### src/rtl/alu_issue_ctrl_if.sv
// -----------------------------------------------------------------------------
// alu_issue_ctrl_if
//
// Purpose: bundles every non-clock signal of the R-type issue/writeback
// sequencer into one interface. The interface carries three groups of signals:
// the instruction handshake, the register-file read/write ports and the ALU
// operand/result ports. It also carries the retirement status.
//
// Modports:
//   slave  - the sequencer (alu_issue_ctrl). It accepts instructions, drives
//            the register-file addresses and ALU operands, and consumes the ALU
//            result and the register-file read data.
//   master - the surrounding environment: instruction source, register file
//            and ALU.
//
// Signals:
//   inst[31:0]        instruction word (op/rs/rt/rd/funct fields)
//   inst_valid        inst is valid
//   inst_ready        sequencer can accept an instruction
//   rf_raddr1/2[4:0]  register-file read addresses (rs, rt)
//   rf_rdata1/2[31:0] combinational register-file read data
//   rf_we             register-file write enable (one-cycle pulse)
//   rf_waddr[4:0]     write address (rd)
//   rf_wdata[31:0]    write data
//   alu_a/alu_b[31:0] ALU operands
//   alu_op[2:0]       ALU operation code
//   alu_f[31:0]       ALU result
//   alu_zf, alu_of    ALU zero / overflow flags
//   zf, of            flags of the last completed instruction
//   done              one-cycle retirement pulse
//   illegal           one-cycle pulse with done for an undecodable instruction
// -----------------------------------------------------------------------------
interface alu_issue_ctrl_if;
  logic [31:0] inst;
  logic        inst_valid;
  logic        inst_ready;

  logic [4:0]  rf_raddr1;
  logic [4:0]  rf_raddr2;
  logic [31:0] rf_rdata1;
  logic [31:0] rf_rdata2;
  logic        rf_we;
  logic [4:0]  rf_waddr;
  logic [31:0] rf_wdata;

  logic [31:0] alu_a;
  logic [31:0] alu_b;
  logic [2:0]  alu_op;
  logic [31:0] alu_f;
  logic        alu_zf;
  logic        alu_of;

  logic        zf;
  logic        of;
  logic        done;
  logic        illegal;

  modport slave (
    input  inst, inst_valid,
    input  rf_rdata1, rf_rdata2,
    input  alu_f, alu_zf, alu_of,
    output inst_ready,
    output rf_raddr1, rf_raddr2,
    output rf_we, rf_waddr, rf_wdata,
    output alu_a, alu_b, alu_op,
    output zf, of, done, illegal
  );

  modport master (
    output inst, inst_valid,
    output rf_rdata1, rf_rdata2,
    output alu_f, alu_zf, alu_of,
    input  inst_ready,
    input  rf_raddr1, rf_raddr2,
    input  rf_we, rf_waddr, rf_wdata,
    input  alu_a, alu_b, alu_op,
    input  zf, of, done, illegal
  );
endinterface

### src/rtl/alu_issue_ctrl.sv
// -----------------------------------------------------------------------------
// alu_issue_ctrl
//
// Purpose: multi-cycle issue/writeback sequencer for the R-type CPU.
// It accepts one instruction at a time and walks IDLE -> READ -> EXEC -> WB.
// In READ it reads rs/rt from the register file. In EXEC it drives the
// combinational ALU. In WB it writes the captured result back to rd.
// One instruction is retired every four cycles.
//
// Ports:
//   clk     single clock, all state updates on the rising edge
//   rst     synchronous active-high reset; aborts any instruction in flight
//   bus_io  alu_issue_ctrl_if.slave - handshake, register file, ALU, status
//
// Build option:
//   ALU_ISSUE_OVF_TRAP_EN - when defined, an ADD/SUB whose captured overflow
//   flag is set does not write back. When undefined, overflowing results are
//   written normally. In both builds, `of` reports the overflow.
// -----------------------------------------------------------------------------
module alu_issue_ctrl (
  input  logic            clk,
  input  logic            rst,
  alu_issue_ctrl_if.slave bus_io
);

  // funct encodings of the supported R-type operations
  localparam logic [5:0] FN_AND  = 6'b100100;
  localparam logic [5:0] FN_OR   = 6'b100101;
  localparam logic [5:0] FN_XOR  = 6'b100110;
  localparam logic [5:0] FN_NOR  = 6'b100111;
  localparam logic [5:0] FN_ADD  = 6'b100000;
  localparam logic [5:0] FN_SUB  = 6'b100010;
  localparam logic [5:0] FN_SLT  = 6'b101010;
  localparam logic [5:0] FN_SLLV = 6'b000100;

  typedef enum logic [1:0] {
    IDLE = 2'd0,
    READ = 2'd1,
    EXEC = 2'd2,
    WB   = 2'd3
  } state_t;

  state_t      state_q, state_d;

  // Instruction register and datapath registers
  logic [31:0] ir_q;
  logic [31:0] a_q;
  logic [31:0] b_q;
  logic [31:0] r_q;
  logic        zf_q;
  logic        of_q;

  // Registers that hold the last driven value of outputs that only change in
  // one state (ALU opcode and register-file read addresses)
  logic [2:0]  alu_op_q;
  logic [4:0]  raddr1_q;
  logic [4:0]  raddr2_q;

  // IR fields
  logic [5:0]  ir_op;
  logic [4:0]  ir_rs;
  logic [4:0]  ir_rt;
  logic [4:0]  ir_rd;
  logic [5:0]  ir_funct;

  assign ir_op    = ir_q[31:26];
  assign ir_rs    = ir_q[25:21];
  assign ir_rt    = ir_q[20:16];
  assign ir_rd    = ir_q[15:11];
  assign ir_funct = ir_q[5:0];

  // The shamt field is not used by any supported operation
  logic unused_shamt;
  assign unused_shamt = ^ir_q[10:6];

  // ---------------------------------------------------------------------------
  // Decode
  // ---------------------------------------------------------------------------
  logic       dec_legal;
  logic [2:0] dec_op;

  always_comb begin
    dec_legal = 1'b0;
    dec_op    = 3'b000;
    if (ir_op == 6'b000000) begin
      dec_legal = 1'b1;
      case (ir_funct)
        FN_AND:  dec_op = 3'b000;
        FN_OR:   dec_op = 3'b001;
        FN_XOR:  dec_op = 3'b010;
        FN_NOR:  dec_op = 3'b011;
        FN_ADD:  dec_op = 3'b100;
        FN_SUB:  dec_op = 3'b101;
        FN_SLT:  dec_op = 3'b110;
        FN_SLLV: dec_op = 3'b111;
        default: begin
          dec_legal = 1'b0;
          dec_op    = 3'b000;
        end
      endcase
    end
  end

  // An overflowing ADD/SUB is squashed only in the trapping build. In that
  // build, it is never reported as illegal.
  logic ovf_trap;
`ifdef ALU_ISSUE_OVF_TRAP_EN
  assign ovf_trap = dec_legal & of_q &
                    ((ir_funct == FN_ADD) | (ir_funct == FN_SUB));
`else
  assign ovf_trap = 1'b0;
`endif

  logic wb_write;
  assign wb_write = dec_legal & (ir_rd != 5'd0) & ~ovf_trap;

  // ---------------------------------------------------------------------------
  // FSM: state register
  // ---------------------------------------------------------------------------
  always_ff @(posedge clk) begin
    if (rst) begin
      state_q <= IDLE;
    end else begin
      state_q <= state_d;
    end
  end

  // ---------------------------------------------------------------------------
  // FSM: next-state logic
  // ---------------------------------------------------------------------------
  always_comb begin
    state_d = state_q;
    case (state_q)
      IDLE:    if (bus_io.inst_valid) state_d = READ;
      READ:    state_d = EXEC;
      EXEC:    state_d = WB;
      WB:      state_d = IDLE;
      default: state_d = IDLE;
    endcase
  end

  // ---------------------------------------------------------------------------
  // FSM: outputs
  // ---------------------------------------------------------------------------
  always_comb begin
    bus_io.inst_ready = 1'b0;
    bus_io.done       = 1'b0;
    bus_io.illegal    = 1'b0;
    bus_io.rf_we      = 1'b0;
    bus_io.rf_raddr1  = raddr1_q;
    bus_io.rf_raddr2  = raddr2_q;
    bus_io.rf_waddr   = ir_rd;
    bus_io.rf_wdata   = r_q;
    // A_q/B_q change only at the end of READ. Driving them directly means that
    // the operands hold their EXEC values everywhere else.
    bus_io.alu_a      = a_q;
    bus_io.alu_b      = b_q;
    bus_io.alu_op     = alu_op_q;
    bus_io.zf         = zf_q;
    bus_io.of         = of_q;
    case (state_q)
      IDLE: bus_io.inst_ready = 1'b1;
      READ: begin
        bus_io.rf_raddr1 = ir_rs;
        bus_io.rf_raddr2 = ir_rt;
      end
      WB: begin
        // A reset that lands in WB aborts the retirement in the same cycle,
        // so no write or done pulse leaks out.
        if (!rst) begin
          bus_io.done    = 1'b1;
          bus_io.illegal = ~dec_legal;
          bus_io.rf_we   = wb_write;
        end
      end
      default: ;
    endcase
  end

  // ---------------------------------------------------------------------------
  // Datapath registers
  // ---------------------------------------------------------------------------
  always_ff @(posedge clk) begin
    if (rst) begin
      ir_q     <= '0;
      a_q      <= '0;
      b_q      <= '0;
      r_q      <= '0;
      zf_q     <= 1'b0;
      of_q     <= 1'b0;
      alu_op_q <= 3'b000;
      raddr1_q <= '0;
      raddr2_q <= '0;
    end else begin
      case (state_q)
        IDLE: begin
          if (bus_io.inst_valid) ir_q <= bus_io.inst;
        end
        READ: begin
          a_q      <= bus_io.rf_rdata1;
          b_q      <= bus_io.rf_rdata2;
          raddr1_q <= ir_rs;
          raddr2_q <= ir_rt;
          // IR is stable from acceptance, so the opcode can be registered here
          // and presented for the whole of EXEC.
          alu_op_q <= dec_op;
        end
        EXEC: begin
          r_q  <= bus_io.alu_f;
          zf_q <= bus_io.alu_zf;
          of_q <= bus_io.alu_of;
        end
        default: ;
      endcase
    end
  end

endmodule

### src/flat_wrapper.sv
// flat-port wrapper written by rule: the top's interface ports become plain ports
module alu_issue_ctrl_flat 
  (clk, rst, bus_io_inst, bus_io_inst_valid, bus_io_rf_rdata1, bus_io_rf_rdata2, bus_io_alu_f, bus_io_alu_zf, bus_io_alu_of, bus_io_inst_ready, bus_io_rf_raddr1, bus_io_rf_raddr2, bus_io_rf_we, bus_io_rf_waddr, bus_io_rf_wdata, bus_io_alu_a, bus_io_alu_b, bus_io_alu_op, bus_io_zf, bus_io_of, bus_io_done, bus_io_illegal);
  alu_issue_ctrl_if bus_io_i ();
  input  logic clk;
  input  logic rst;
  input wire logic [$bits(bus_io_i.inst)-1:0] bus_io_inst;
  input wire logic [$bits(bus_io_i.inst_valid)-1:0] bus_io_inst_valid;
  input wire logic [$bits(bus_io_i.rf_rdata1)-1:0] bus_io_rf_rdata1;
  input wire logic [$bits(bus_io_i.rf_rdata2)-1:0] bus_io_rf_rdata2;
  input wire logic [$bits(bus_io_i.alu_f)-1:0] bus_io_alu_f;
  input wire logic [$bits(bus_io_i.alu_zf)-1:0] bus_io_alu_zf;
  input wire logic [$bits(bus_io_i.alu_of)-1:0] bus_io_alu_of;
  output wire logic [$bits(bus_io_i.inst_ready)-1:0] bus_io_inst_ready;
  output wire logic [$bits(bus_io_i.rf_raddr1)-1:0] bus_io_rf_raddr1;
  output wire logic [$bits(bus_io_i.rf_raddr2)-1:0] bus_io_rf_raddr2;
  output wire logic [$bits(bus_io_i.rf_we)-1:0] bus_io_rf_we;
  output wire logic [$bits(bus_io_i.rf_waddr)-1:0] bus_io_rf_waddr;
  output wire logic [$bits(bus_io_i.rf_wdata)-1:0] bus_io_rf_wdata;
  output wire logic [$bits(bus_io_i.alu_a)-1:0] bus_io_alu_a;
  output wire logic [$bits(bus_io_i.alu_b)-1:0] bus_io_alu_b;
  output wire logic [$bits(bus_io_i.alu_op)-1:0] bus_io_alu_op;
  output wire logic [$bits(bus_io_i.zf)-1:0] bus_io_zf;
  output wire logic [$bits(bus_io_i.of)-1:0] bus_io_of;
  output wire logic [$bits(bus_io_i.done)-1:0] bus_io_done;
  output wire logic [$bits(bus_io_i.illegal)-1:0] bus_io_illegal;
  assign bus_io_i.inst = bus_io_inst;
  assign bus_io_i.inst_valid = bus_io_inst_valid;
  assign bus_io_i.rf_rdata1 = bus_io_rf_rdata1;
  assign bus_io_i.rf_rdata2 = bus_io_rf_rdata2;
  assign bus_io_i.alu_f = bus_io_alu_f;
  assign bus_io_i.alu_zf = bus_io_alu_zf;
  assign bus_io_i.alu_of = bus_io_alu_of;
  assign bus_io_inst_ready = bus_io_i.inst_ready;
  assign bus_io_rf_raddr1 = bus_io_i.rf_raddr1;
  assign bus_io_rf_raddr2 = bus_io_i.rf_raddr2;
  assign bus_io_rf_we = bus_io_i.rf_we;
  assign bus_io_rf_waddr = bus_io_i.rf_waddr;
  assign bus_io_rf_wdata = bus_io_i.rf_wdata;
  assign bus_io_alu_a = bus_io_i.alu_a;
  assign bus_io_alu_b = bus_io_i.alu_b;
  assign bus_io_alu_op = bus_io_i.alu_op;
  assign bus_io_zf = bus_io_i.zf;
  assign bus_io_of = bus_io_i.of;
  assign bus_io_done = bus_io_i.done;
  assign bus_io_illegal = bus_io_i.illegal;
  alu_issue_ctrl u_core (.clk(clk), .rst(rst), .bus_io(bus_io_i));
endmodule
### config.mk
export PLATFORM = sky130hd
export DESIGN_NAME = alu_issue_ctrl_flat
export DESIGN_NICKNAME = d
export VERILOG_FILES = /design/src/rtl/alu_issue_ctrl_if.sv /design/src/rtl/alu_issue_ctrl.sv /design/src/flat_wrapper.sv
export SDC_FILE = /design/constraint.sdc
export NUM_CORES = 1
export LEC_CHECK = 0
export BUFFER_PORTS_ARGS = -buffer_cell sky130_fd_sc_hd__clkbuf_2
export CORE_ASPECT_RATIO = 1.1
export CORE_UTILIZATION = 47
export CTS_BUF_LIST = sky130_fd_sc_hd__clkbuf_4 sky130_fd_sc_hd__clkbuf_8
export DETAILED_ROUTE_END_ITERATION = 16
export PLACE_DENSITY = 0.87
export SLEW_MARGIN = 10
export SYNTH_ARGS = -nofsm -noshare
export SYNTH_HDL_FRONTEND = slang
export SYNTH_SLANG_ARGS = --single-unit
### constraint.sdc
create_clock -name clk -period 1.7 [get_ports clk]
set_input_delay 0.255 -clock clk [delete_from_list [all_inputs] [get_ports clk]]
set_output_delay 0.255 -clock clk [all_outputs]
set_load 0.005 [all_outputs]
* Word level (Yosys, flattened, before mapping)
Cells that the tools add are included.
Storage, ports and cells: input port bits 133, logic and storage cells 44, output and inout port bits 120, register bits after elaboration 145
Cells by class: muxes and demuxes 15, bitwise gates (word level) 2, reductions and logical operators 5, equal/unequal tests 12
Operators with widths (number):
- 6-bit equality test (second input constant) | 7
- 3-bit one-hot mux with 7 select lines | 1
- 5-bit two-way mux | 2
- 1-bit two-way mux | 9
- 2-bit one-hot mux with 4 select lines | 1
- 8-bit OR reduction | 1
- 6-bit by 3-bit equality test with 1-bit output (second input constant) | 1
- 6-bit zero test | 1
- 5-bit nonzero test | 1
- 2-bit equality test (second input constant) | 2
- 3-bit two-way mux | 1
- 2-bit by 1-bit equality test with 1-bit output (second input constant) | 1
- 2-bit zero test | 1
- 2-bit two-way mux | 1
- 2-bit != test (second input constant) | 1
- 2-bit AND reduction | 1
- 1-bit bitwise AND | 1
- 1-bit NOT | 1

* Longest topological paths before layout
depth after elaboration 7, depth in mapped cells 7, depth with buffers taken out 5

* Worst setup path before layout
OpenSTA, ideal clock, no wires.
path kind register -> register, start point register u_core.state_q[1], end point register u_core.raddr2_q[3], cell stages (with the launch flop) 7, path buffers 2, required time 1572 ps, library setup time 128 ps, arrival 1335 ps, slack 237 ps, clock period less this slack 1463 ps, cells stage by stage dfxtp_1 -> inv_1 -> ha_1 -> buf_2 -> buf_4 -> mux2_1 -> nor2b_1
Between the ends: word-level cells in the longest chain between the ends 2
RTL lines:
- from (decl) | line alu_issue_ctrl.sv:43 | state_t state_q, state_d;
- from (signal assigned) | line alu_issue_ctrl.sv:124 | state_q <= state_d;
- 2-bit by 1-bit equality test with 1-bit output
- 5-bit two-way mux
- net bus_io_rf_raddr2[3] | line flat_wrapper.sv:16 | output wire logic [$bits(bus_io_i.rf_raddr2)-1:0] bus_io_rf_raddr2;
- to (signal assigned) | line alu_issue_ctrl.sv:203 | raddr2_q <= ir_rt;
- to (decl) | line alu_issue_ctrl.sv:57 | logic [4:0] raddr2_q;
The timed path passes the listed nets, and every way through them passes these cells. A chain may end at the register's enable or synchronous reset.

* Final worst setup path
start point register u_core.ir_q[27], end point output port bus_io_rf_we
Between the ends: word-level cells in the longest chain between the ends 5
RTL lines:
- from (decl) | line alu_issue_ctrl.sv:46 | logic [31:0] ir_q;
- from (signal assigned) | line alu_issue_ctrl.sv:197 | if (bus_io.inst_valid) ir_q <= bus_io.inst;
- 6-bit zero test | line alu_issue_ctrl.sv:85 | if (ir_op == 6'b000000) begin
- 1-bit two-way mux | line alu_issue_ctrl.sv:85
- 1-bit bitwise AND | line alu_issue_ctrl.sv:115 | assign wb_write = dec_legal & (ir_rd != 5'd0) & ~ovf_trap;
- 1-bit two-way mux | line alu_issue_ctrl.sv:170 | if (!rst) begin
- 1-bit two-way mux | line alu_issue_ctrl.sv:161 | case (state_q)
- to (decl) | line flat_wrapper.sv:17 | output wire logic [$bits(bus_io_i.rf_we)-1:0] bus_io_rf_we;
Every way passes these cells.

==> reports/results.ini <==
[cells_and_area]
final_layout_size_suffix_gt1_share_pct=42.2
num-fill-cells=843
n_antenna_cell=0
fin_nets=915
area_growth_pct=38.7

[synth]
synth_ff_type=dfxtp_1
ys_top_cells_by_area=dfxtp_1 54%, mux2i_1 19%, nor2_1 7.4%
avgSynthCellArea_sq_um=9.95
syn_nets=659
async_flop_share_pct=0
netlist_area_sq_um=5190
synth-edff-count=0
yosysTopAreaCellShare_pct=54.0
ys_ff_latch=140
yosysTopAreaCell=dfxtp_1
ys_seq_area_share_pct=54.0
yosysWarnings=0
synth_cells=522
synth_cell_types=34

[worst_setup_path]
cp_data_arrival_time_ps=1630
critical_path_class=register to output pin
r2r_slack_ps=90
critPathLaunchType=register
cp-end-kind=output pin
worst-path-max-fanout=2
required_ps=1440

[timing]
worst_pin_slew_ps=609
fin_ws_ps=-188
setup_viol=12
maxSlewHeadroom_pct=59.4
rsz0062_at_grt=yes
drv_slew=0
fin_hold_ws_ps=49.9
setup_tns_ps=-967
fin_crit_sh_pct=111
fmaxAchievable_mhz=530
fin_crit_ps=1890
fin_skew_ps=9.85
hold_viol_final=0

[global_routing]
grt_pass1_wl_mm=19.0
grt_overflow_total=0
grt_usage_pct=21.3
antenna_found_initial=0
grt_pass1_vias=4189
grt_max_degree=77

[power]
p_total_w=0.0113
vdd_drop_max_mv=0.892
intPower_w=0.00759
power_switching_w=0.00367
p_seq_share_pct=39.3
power_frac_comb_pct=38.7
leakagePower_nw=3.37
switching_share_pct=32.6
pwr-share-clk_pct=22.0
powerDensity_nw_per_um2=1560

[placed_design]
io_buffers=247
place_congestion=0.743
pre_cts_slack_ps=94.0
hpwlAfterDp_mm=8.76

[die]
io_pins=253
dieHeight_microns=112
fp.dieW_microns=102
fp.dieArea_sq_um=11500
initial_core_util_pct=49.0
coreArea_sq_um=10600
rows=39

[routing]
vias_per_cell=4.72
drt_first_iter_violations=175
routed_wl_mm=12.1
dr.pass1.iters=4
wl_per_cell_microns=13.0
vias=4411
drc=0
drtAntennaViolNets=0

[clock_network]
cts_root_buf=clkbuf_8
cts_tree=done
htree_levels=4
cts_buffers=17
path_clk_slew_ps=80
cts-hold-fix-buffers=0
clk_latency_ps=420
cts_sinks=140
cts_buffer_depth=2

[status]
failed_checks=setup timing
status=complete, but fails checks

[run]
drv_cap=0

[min_path]
hold_path.class=primary input to register

timing repair:
action	CTS	global route
buffers inserted	8	6
resized for setup	23	8
pin swaps	3	3
setup endpoints to repair	12	36
path summary, 6_finish.rpt:
check,from,to,depth (start not counted)
worst min-delay path,bus_io_inst[1],u_core.ir_q[1],3
worst min register to register,u_core.bus_io.alu_op[1],u_core.bus_io.alu_op[1],2
worst max register to register,u_core.state_q[1],u_core.bus_io.alu_a[21],9
worst max-delay path,u_core.ir_q[27],bus_io_rf_we,5
registers in the layout (all words and copies together) (netlist names):
register                flops
u_core.bus_io.alu_op        3
u_core.bus_io.rf_wdata     32
u_core.bus_io.of            1
u_core.bus_io.zf            1
u_core.state_q              2
u_core.ir_q                27
u_core.raddr2_q             5
u_core.bus_io.alu_a        32
u_core.bus_io.alu_b        32
u_core.raddr1_q             5
kinds of logic after synthesis:
logic type	after synthesis	share of synthesized area (%)
buffers and inverters	42	4.46
and+or+nand+nor	188	15.1
adders and majority gates	4	0.964
AOI/OAI and AO/OA	39	4.29
muxes	109	21.3
DFF	140	54.0
critical path, stage by stage (launching register included):
cell	delay (ps)
dfxtp_2	340
nor4_4	320
nand2_1	110
a21oi_2	160
o311a_1	180
clkbuf_2	100
cells in the final DEF (no fill, tap or decap), types with 2 or more instances in the layout:
master / Yosys / layout
inv_6: 0 / 4
a21oi_1: 29 / 28
nor2b_1: 14 / 13
clkinvlp_4: 0 / 5
inv_1: 3 / 2
clkbuf_4: 0 / 3
buf_4: 12 / 20
clkinv_2: 0 / 2
buf_12: 0 / 9
mux2_4: 0 / 10
ha_4: 0 / 2
mux2i_1: 99 / 99
dfxtp_2: 0 / 6
nor2_1: 103 / 103
dfxtp_1: 140 / 133
buf_6: 1 / 3
clkbuf_8: 0 / 17
a31oi_1: 2 / 2
clkbuf_2: 0 / 244
nand2_1: 62 / 62
final cells by class:
type	instances	area, sq um	area share (%)
clock buffer	20	256	3.56
clock inverter	12	113	1.56
inverter	3	11.3	0.156
multi-input combinational	340	2240	31.2
sequential	140	2810	39.1
tap	143	179	2.48
timing repair buffer	276	1590	22.0
routing by layer:
metal / global-route usage [%] / routed length, microns / vias to the layer above
met5: 0 / 0 / -
li1: - / - / 2239
met1: 23.1 / 4820 / 2011
met3: 6.35 / 674 / 17
met4: 8.19 / 205 / 0
met2: 38.4 / 6440 / 144
through the flow:
| stage | util, % | std cells | area (sq um) |
|---|---|---|---|
| floorplan | - | 522 | 5190 |
| global placement | 62.4 | 888 | 6610 |
| global route | 68.0 | 934 | 7200 |
| finish | 68.0 | 934 | 7200 |
| CTS | 67.2 | 928 | 7120 |
| detailed placement | 62.4 | 888 | 6610 |
cell usage after synthesis, drive strengths merged, types with 2 or more instances:
master  count
clkbuf     14
inv         3
ha          4
dfxtp     140
a21oi      29
nand2      62
nor2      103
nor2b      14
a31oi       2
o31ai       2
mux2i      99
buf        25
o21ai       2
mux2       10
power groups by stage:
stage               clock network, W  logic, W  registers, W
floorplan                          0   0.00246       0.00445
global placement                   0   0.00381       0.00443
detailed placement                 0   0.00391       0.00446
CTS                          0.00254   0.00419       0.00442
global route                 0.00271   0.00477       0.00451
finish                       0.00248   0.00436       0.00442
No activity file was read; power rests on OpenSTA's default activity.
